==> src/rtl/adder_pipe_if.sv <==
// Operand/result stream bundle for adder_pipe: producer-side beat, consumer-side result.
interface adder_pipe_if #(
  parameter int WIDTH = 16
);
  logic             in_valid;
  logic             in_ready;
  logic [WIDTH-1:0] a;
  logic [WIDTH-1:0] b;
  logic             cin;
  logic             sub;
  logic             sat;
  logic             out_valid;
  logic             out_ready;
  logic [WIDTH-1:0] sum;
  logic             cout;
  logic             ovf;

  modport master (
    output in_valid, a, b, cin, sub, sat, out_ready,
    input  in_ready, out_valid, sum, cout, ovf
  );

  modport slave (
    input  in_valid, a, b, cin, sub, sat, out_ready,
    output in_ready, out_valid, sum, cout, ovf
  );
endinterface

==> src/rtl/adder_pipe.sv <==
// Pipelined add/sub with carry-in, unsigned saturation and signed overflow.
// The carry chain is cut into STAGES slices; one global advance enable stalls the whole pipe.
module adder_pipe #(
  parameter int WIDTH  = 16,
  parameter int STAGES = 4
) (
  input  logic         ck,
  input  logic         rst_n,
  adder_pipe_if.slave  bus
);

  localparam int SW = WIDTH / STAGES;

  logic [STAGES-1:0] vld_q, vld_d;
  logic [STAGES-1:0] c_q, c_d;
  logic [STAGES-1:0] sub_q, sub_d;
  logic [STAGES-1:0] sat_q, sat_d;
  logic [WIDTH-1:0]  a_q [STAGES];
  logic [WIDTH-1:0]  a_d [STAGES];
  logic [WIDTH-1:0]  b_q [STAGES];
  logic [WIDTH-1:0]  b_d [STAGES];
  logic [WIDTH-1:0]  s_q [STAGES];
  logic [WIDTH-1:0]  s_d [STAGES];
  logic              ovf_q, ovf_d;

  logic              adv;
  logic [STAGES-1:0] src_v, src_c, src_sub, src_sat;
  logic [WIDTH-1:0]  src_a [STAGES];
  logic [WIDTH-1:0]  src_b [STAGES];
  logic [WIDTH-1:0]  src_s [STAGES];
  logic [SW:0]       slice;
  logic [WIDTH-1:0]  res;

  assign adv = !vld_q[STAGES-1] || bus.out_ready;

  // Stage 0 is fed from the port (b pre-inverted for sub), stage k from register k-1.
  always_comb begin
    src_v[0]   = bus.in_valid;
    src_a[0]   = bus.a;
    src_b[0]   = bus.sub ? ~bus.b : bus.b;
    src_c[0]   = bus.sub ? !bus.cin : bus.cin;
    src_sub[0] = bus.sub;
    src_sat[0] = bus.sat;
    src_s[0]   = '0;
    for (int k = 1; k < STAGES; k++) begin
      src_v[k]   = vld_q[k-1];
      src_a[k]   = a_q[k-1];
      src_b[k]   = b_q[k-1];
      src_c[k]   = c_q[k-1];
      src_sub[k] = sub_q[k-1];
      src_sat[k] = sat_q[k-1];
      src_s[k]   = s_q[k-1];
    end
  end

  always_comb begin
    vld_d = vld_q;
    c_d   = c_q;
    sub_d = sub_q;
    sat_d = sat_q;
    a_d   = a_q;
    b_d   = b_q;
    s_d   = s_q;
    ovf_d = ovf_q;
    slice = '0;
    res   = '0;
    if (adv) begin
      for (int k = 0; k < STAGES; k++) begin
        slice = {1'b0, src_a[k][k*SW +: SW]} + {1'b0, src_b[k][k*SW +: SW]}
              + {{SW{1'b0}}, src_c[k]};
        res   = src_s[k];
        res[k*SW +: SW] = slice[SW-1:0];
        vld_d[k] = src_v[k];
        a_d[k]   = src_a[k];
        b_d[k]   = src_b[k];
        c_d[k]   = slice[SW];
        sub_d[k] = src_sub[k];
        sat_d[k] = src_sat[k];
        s_d[k]   = res;
        if (k == STAGES - 1) begin
          // carry into the MSB recovered from the MSB sum bit
          ovf_d = src_a[k][WIDTH-1] ^ src_b[k][WIDTH-1] ^ res[WIDTH-1] ^ slice[SW];
          if (src_sat[k]) begin
            if (!src_sub[k] && slice[SW]) begin
              s_d[k] = '1;
            end else if (src_sub[k] && !slice[SW]) begin
              s_d[k] = '0;
            end
          end
        end
      end
    end
  end

  always_ff @(posedge ck or negedge rst_n) begin
    if (!rst_n) begin
      vld_q <= '0;
      c_q   <= '0;
      sub_q <= '0;
      sat_q <= '0;
      ovf_q <= 1'b0;
      for (int k = 0; k < STAGES; k++) begin
        a_q[k] <= '0;
        b_q[k] <= '0;
        s_q[k] <= '0;
      end
    end else begin
      vld_q <= vld_d;
      c_q   <= c_d;
      sub_q <= sub_d;
      sat_q <= sat_d;
      ovf_q <= ovf_d;
      a_q   <= a_d;
      b_q   <= b_d;
      s_q   <= s_d;
    end
  end

  assign bus.in_ready  = adv && rst_n;
  assign bus.out_valid = vld_q[STAGES-1];
  assign bus.sum       = s_q[STAGES-1];
  assign bus.cout      = c_q[STAGES-1];
  assign bus.ovf       = ovf_q;

endmodule
==> src/flat_wrapper.sv <==
// flat-port wrapper written by rule: the top's interface ports become plain ports
module adder_pipe_flat 
#(
  parameter int WIDTH  = 16,
  parameter int STAGES = 4
)
  (ck, rst_n, bus_in_valid, bus_a, bus_b, bus_cin, bus_sub, bus_sat, bus_out_ready, bus_in_ready, bus_out_valid, bus_sum, bus_cout, bus_ovf);
  adder_pipe_if #(.WIDTH(WIDTH)) bus_i ();
  input  logic ck;
  input  logic rst_n;
  input wire logic [$bits(bus_i.in_valid)-1:0] bus_in_valid;
  input wire logic [$bits(bus_i.a)-1:0] bus_a;
  input wire logic [$bits(bus_i.b)-1:0] bus_b;
  input wire logic [$bits(bus_i.cin)-1:0] bus_cin;
  input wire logic [$bits(bus_i.sub)-1:0] bus_sub;
  input wire logic [$bits(bus_i.sat)-1:0] bus_sat;
  input wire logic [$bits(bus_i.out_ready)-1:0] bus_out_ready;
  output wire logic [$bits(bus_i.in_ready)-1:0] bus_in_ready;
  output wire logic [$bits(bus_i.out_valid)-1:0] bus_out_valid;
  output wire logic [$bits(bus_i.sum)-1:0] bus_sum;
  output wire logic [$bits(bus_i.cout)-1:0] bus_cout;
  output wire logic [$bits(bus_i.ovf)-1:0] bus_ovf;
  assign bus_i.in_valid = bus_in_valid;
  assign bus_i.a = bus_a;
  assign bus_i.b = bus_b;
  assign bus_i.cin = bus_cin;
  assign bus_i.sub = bus_sub;
  assign bus_i.sat = bus_sat;
  assign bus_i.out_ready = bus_out_ready;
  assign bus_in_ready = bus_i.in_ready;
  assign bus_out_valid = bus_i.out_valid;
  assign bus_sum = bus_i.sum;
  assign bus_cout = bus_i.cout;
  assign bus_ovf = bus_i.ovf;
  adder_pipe #(.WIDTH(WIDTH), .STAGES(STAGES)) u_core (.ck(ck), .rst_n(rst_n), .bus(bus_i));
endmodule
==> config.mk <==
export PLATFORM = sky130hd
export DESIGN_NAME = adder_pipe_flat
export DESIGN_NICKNAME = d
export VERILOG_FILES = /design/src/rtl/adder_pipe_if.sv /design/src/rtl/adder_pipe.sv /design/src/flat_wrapper.sv
export SDC_FILE = /design/constraint.sdc
export NUM_CORES = 1
export LEC_CHECK = 0
export CAP_MARGIN = 20
export CORE_ASPECT_RATIO = 0.8
export CORE_MARGIN = 3
export CORE_UTILIZATION = 56
export CTS_CLUSTER_DIAMETER = 30
export CTS_CLUSTER_SIZE = 8
export DETAILED_ROUTE_END_ITERATION = 8
export GPL_ROUTABILITY_DRIVEN = 1
export GPL_TIMING_DRIVEN = 0
export PLACE_DENSITY = 0.83
export SYNTH_ARGS = -nofsm -noshare
export SYNTH_HDL_FRONTEND = slang
export SYNTH_SLANG_ARGS = --single-unit
==> constraint.sdc <==
create_clock -name ck -period 2.27 [get_ports ck]
set_input_delay 0.454 -clock ck [delete_from_list [all_inputs] [get_ports ck]]
set_output_delay 0.454 -clock ck [all_outputs]
set_load 0.05 [all_outputs]
# == Yosys cells after proc, flatten, opt, wreduce, memory -nomap -nowiden ==
# Index checks and enable logic that the tools add are counted.
# op_classes
add_sub_neg,8
n_mux,5
bitwise_logic,4
n_reduce_logical,8
# ops
cell,n
16-bit two-way mux,4
4-bit by 4-bit adder with 5-bit output,4
5-bit by 1-bit adder with 5-bit output,4
16-bit NOT,1
1-bit logical NOT,4
1-bit logical AND,3
1-bit XOR,3
1-bit logical OR,1
1-bit two-way mux,1
# totals
ff_bits,151
input_bits,39
output_inout_bits,20
wordCells,40

# == Depth between registers and ports, before layout ==
# depth
word_depth,7
depth_mapped,8
depth_no_buf,8

# == Worst setup path after synthesis ==
# OpenSTA, ideal clock, no wires.
# synth_path
path_kind,input port to flip-flop
start,input bus_sub
end,register u_core.c_q[0]
setup_ns,0.133
arrival_time_ns,2.266
required_ns,2.137
setup_slack_ns,-0.129
path_stages,8
n_path_buf,2
path_cell_list,buf_2 buf_4 xor2_1 fa_1 fa_1 a21o_1 a211oi_1 a21oi_1
# synth_via
elab_chain_len,3
word_cells_on_any_way,4
cone_classes,add/sub (2); mux (2)
# synth_lines
element,line_no,rtl
"start, declared",flat_wrapper.sv:15,input wire logic [$bits(bus_i.sub)-1:0] bus_sub;
16-bit two-way mux,adder_pipe.sv:40,src_b[0] = bus.sub ? ~bus.b : bus.b;
4-bit by 4-bit adder with 5-bit output,adder_pipe.sv:69,"slice = {1'b0, src_a[k][k*SW +: SW]} + {1'b0, src_b[k][k*SW +: SW]}"
5-bit by 1-bit adder with 5-bit output *,adder_pipe.sv:70,"+ {{SW{1'b0}}, src_c[k]};"
"end signal, assigned",adder_pipe.sv:98,c_q <= '0;
"end signal, assigned",adder_pipe.sv:109,c_q <= c_d;
"end, declared",adder_pipe.sv:15,"logic [STAGES-1:0] c_q, c_d;"
# Every way passes the cells marked *; elsewhere a longest branch is shown, timed or not.
# A chain may end at the register's enable or synchronous reset.

# == Worst setup path after layout ==
# layout_path
start,input bus_out_ready
end,output bus_in_ready
# layout_via
elab_chain_len,2
# layout_lines
element,line_no,rtl
"start, declared",flat_wrapper.sv:17,input wire logic [$bits(bus_i.out_ready)-1:0] bus_out_ready;
1-bit logical OR,adder_pipe.sv:34,assign adv = !vld_q[STAGES-1] || bus.out_ready;
1-bit logical AND,adder_pipe.sv:119,assign bus.in_ready = adv && rst_n;
"end, declared",flat_wrapper.sv:18,output wire logic [$bits(bus_i.in_ready)-1:0] bus_in_ready;
# No other way between the ends.

==> metrics.yaml <==
drive_above_1_share_pct: 9.916
post-cts-setup-buffers: 0
pin_slew_with_the_least_headroom_to_its_limit_ns: 0.5875
core-area_um2: 8164
timing.hold.worst.class: "in2async"
synthCells: 523
report.power.total_mw: 8.247
ioPinCount: 59
syn_nets: 582
layout.core_utilization_pct: 71.46
post_layout_nonfiller_instances: 703
cts-buffers-inserted: 9
fin_area_um2: 5834
clk_latency_worst_skew_pair_ns: 0.36
synth_sequential_area_ratio_pct: 53.07
via_count_of_the_first_global_routing_pass: 3496
highest_delay_cell_along_the_critical_path: "sky130_fd_sc_hd__clkdlybuf4s50_1"
antenna_violating_nets_left: 0
gr-max-usage-layer: "met2"
io_buffer_count: 57
grt_setup_unrepaired: "false"
preCtsSetupSlack_ns: -0.7163
maxCapViolations: 0
cp_data_arrival_time_ns: 1.72
viasPerCell: 5.124
crit_family: "buffers and inverters"
synth_area_leader_cell: "sky130_fd_sc_hd__dfrtp_1"
drt_iter0_drc: 141
setup_ws_ns: 0.09920
grt_overflow_total: 0
setup_viol: 0
fillers: 616
layout_min_cycle_time_ns: 2.171
mostFrequentLayoutCell: "sky130_fd_sc_hd__nand2_1"
nets: 650
antenna_violations_before_repair: 0
timing.critical_path.to_type: "output pin"
critical_path_buf_inv_count: 3
dieArea_um2: 9834
synth_cell_type_count: 33
grt.total_usage_pct: 21.94
insertedDiodeCount: 0
power_density_nw_per_um2: 1414
synth.area.top_cells: "sky130_fd_sc_hd__dfrtp_1, sky130_fd_sc_hd__nand2_1, sky130_fd_sc_hd__o21ai_0, sky130_fd_sc_hd__fa_1, sky130_fd_sc_hd__ha_1"
use_met2_pct: 37.78
synthesis.yosys.warnings: 0
cts_tree: "done"
synthArstFlopShare_pct: 100.0
synthToLayoutAreaGrowth_pct: 20.12
drc_errors: 0
gpl_wtd_cong: 0.8338
worstPathRequired_ns: 1.82
finClkSkew_ns: 0.01176
dpl.hpwl_mm: 7.396
die_h_um: 89.30
synth.ff_latch_count: 103
startpoint_type: "input port"
max-vdd-ir-drop_mv: 0.7636
drt_pre_antenna_iters: 6
hold_viol: 0
number_of_enable_flip_flop_cells_after_synthesis: 0
layout_worst_path_cycle_share_pct: 95.63
critPathMaxStageDelay_ns: 0.47
via_count: 3602
detailed_route_wl_mm: 9.871
crit_path_cell_trace: "clkdlybuf4s50_1 > nand2b_2 > buf_4 > and2_1 > buf_2"
drv_slew: 0
outcome: "finished, final reports clean"
timing.reg2reg.setup_slack_ns: 0.11
synth_largest_type_area_fraction_pct: 53.07
netlist_area_um2: 4857
clock-sinks: 103
cts_htree_levels: 3
postPlaceCellArea_um2: 5597
timing.setup.tns_ns: 0
static-leakage-power_nw: 2.803
avgSynthCellArea_um2: 9.287
start_util_pct: 59.49
row_count: 29
timing.fmax_mhz: 460.7
worst_slew_margin_rel_pct: 60.84
layout_common_cells: "sky130_fd_sc_hd__nand2_1, sky130_fd_sc_hd__dfrtp_1, sky130_fd_sc_hd__clkdlybuf4s50_1"
fin_worst_hold_slack_ns: 0.005188
met1_usage_pct: 29.54
global_route_wire_length_before_repair_mm: 16.50
post_drt_wl_per_cell_um: 14.04
worstSetupPathType: "in2out"
clock_path_buffers: 2
clockRootBuffer: "sky130_fd_sc_hd__clkbuf_8"
grt_max_degree: 78
dominant_register_cell_in_the_synthesized_netlist: "sky130_fd_sc_hd__dfrtp_1"
clkTransAtPathRegs_ns: 0.09
post-place-cells: 689
critical_path_peak_fanout: 10
grt_use_met3_pct: 3.971
die_width_um: 110.1
-- layer usage --
| layer | up-vias | routed length, µm |
|---|---|---|
| li1 | 1791 | - |
| met1 | 1712 | 4424 |
| met2 | 88 | 4771 |
| met3 | 11 | 581 |
| met4 | 0 | 94 |
| met5 | - | 0 |
-- worst register-to-register path, cell delays in order (launching register included) --
cell and delay [ns]:
sky130_fd_sc_hd__dfrtp_1 0.41, sky130_fd_sc_hd__fa_1 0.47, sky130_fd_sc_hd__fa_2 0.40, sky130_fd_sc_hd__nand3_4 0.13, sky130_fd_sc_hd__nand3_2 0.15, sky130_fd_sc_hd__buf_4 0.20, sky130_fd_sc_hd__a21boi_0 0.18, sky130_fd_sc_hd__o21ai_1 0.10
-- synth_stat cells (2+ instances only) --
| library cell | number |
|---|---|
| sky130_fd_sc_hd__buf_2 | 12 |
| sky130_fd_sc_hd__ha_1 | 12 |
| sky130_fd_sc_hd__nor2_1 | 8 |
| sky130_fd_sc_hd__o21ai_1 | 10 |
| sky130_fd_sc_hd__clkbuf_1 | 12 |
| sky130_fd_sc_hd__o21ai_0 | 44 |
| sky130_fd_sc_hd__nand3_2 | 2 |
| sky130_fd_sc_hd__nor2b_1 | 4 |
| sky130_fd_sc_hd__a21o_1 | 3 |
| sky130_fd_sc_hd__fa_1 | 8 |
| sky130_fd_sc_hd__nand2b_1 | 2 |
| sky130_fd_sc_hd__inv_1 | 11 |
| sky130_fd_sc_hd__xor2_1 | 11 |
| sky130_fd_sc_hd__xnor2_1 | 12 |
| sky130_fd_sc_hd__a21oi_1 | 9 |
| sky130_fd_sc_hd__a31oi_1 | 2 |
| sky130_fd_sc_hd__dfrtp_1 | 103 |
| sky130_fd_sc_hd__o31ai_1 | 2 |
| sky130_fd_sc_hd__buf_4 | 18 |
| sky130_fd_sc_hd__a21boi_0 | 17 |
| sky130_fd_sc_hd__nor3b_1 | 2 |
| sky130_fd_sc_hd__nand2_1 | 208 |
-- timing repair --
| action | CTS | global route |
|---|---|---|
| gates resized for setup | 8 | 6 |
| hold buffers | 0 | 0 |
| endpoints found under the setup margin | 2 | 10 |
-- final cells by class --
class / instances / area [µm²] / area share [%]
inverters: 11 / 41.29 / 0.7077
well taps: 108 / 135.1 / 2.316
clock inverters: 4 / 77.57 / 1.330
repair buffers: 58 / 590.6 / 10.12
flip-flops and latches: 103 / 2577 / 44.18
plain buffers: 43 / 260.3 / 4.461
clock buffers: 11 / 151.4 / 2.595
multi-input cells: 365 / 2001 / 34.29
-- kinds of logic after synthesis --
| family | synth area share, % |
|---|---|
| xor gates and xnor gates | 4.147 |
| and+or+nand+nor | 18.68 |
| adders and majority gates | 6.388 |
| AOI/OAI and AO/OA | 11.62 |
| DFF | 53.07 |
| buffers and inverters | 6.105 |
-- flip-flops by register name, indices dropped and copies added (netlist names) --
name and cells:
u_core.a_q 24, u_core.b_q 24, u_core.s_q 24, u_core.bus.sum 16
u_core.c_q 4, u_core.vld_q 4, u_core.sat_q 3, u_core.sub_q 3
u_core.bus.ovf 1
-- path summary, 6_finish.rpt --
kind                            startpoint                  to  depth (start not counted)
setup reg to reg            u_core.b_q[28]  u_core.bus.sum[10]                          7
max in group asynchronous            rst_n     u_core.sat_q[1]                          2
hold reg to reg            u_core.vld_q[0]     u_core.vld_q[0]                          2
min in group ck            u_core.vld_q[0]     u_core.vld_q[0]                          2
setup / recovery             bus_out_ready        bus_in_ready                          5
hold / removal                       rst_n     u_core.vld_q[1]                          1
-- where the power goes --
part / internal (mW) / total (mW) / leakage (nW) / switching, mW
Combinational: 1.56 / 3.80 / 1.44 / 2.25
Sequential: 2.65 / 3.17 / 1.25 / 0.521
Clock: 0.681 / 1.27 / 0.116 / 0.592
(Power assumes the default switching activity.)
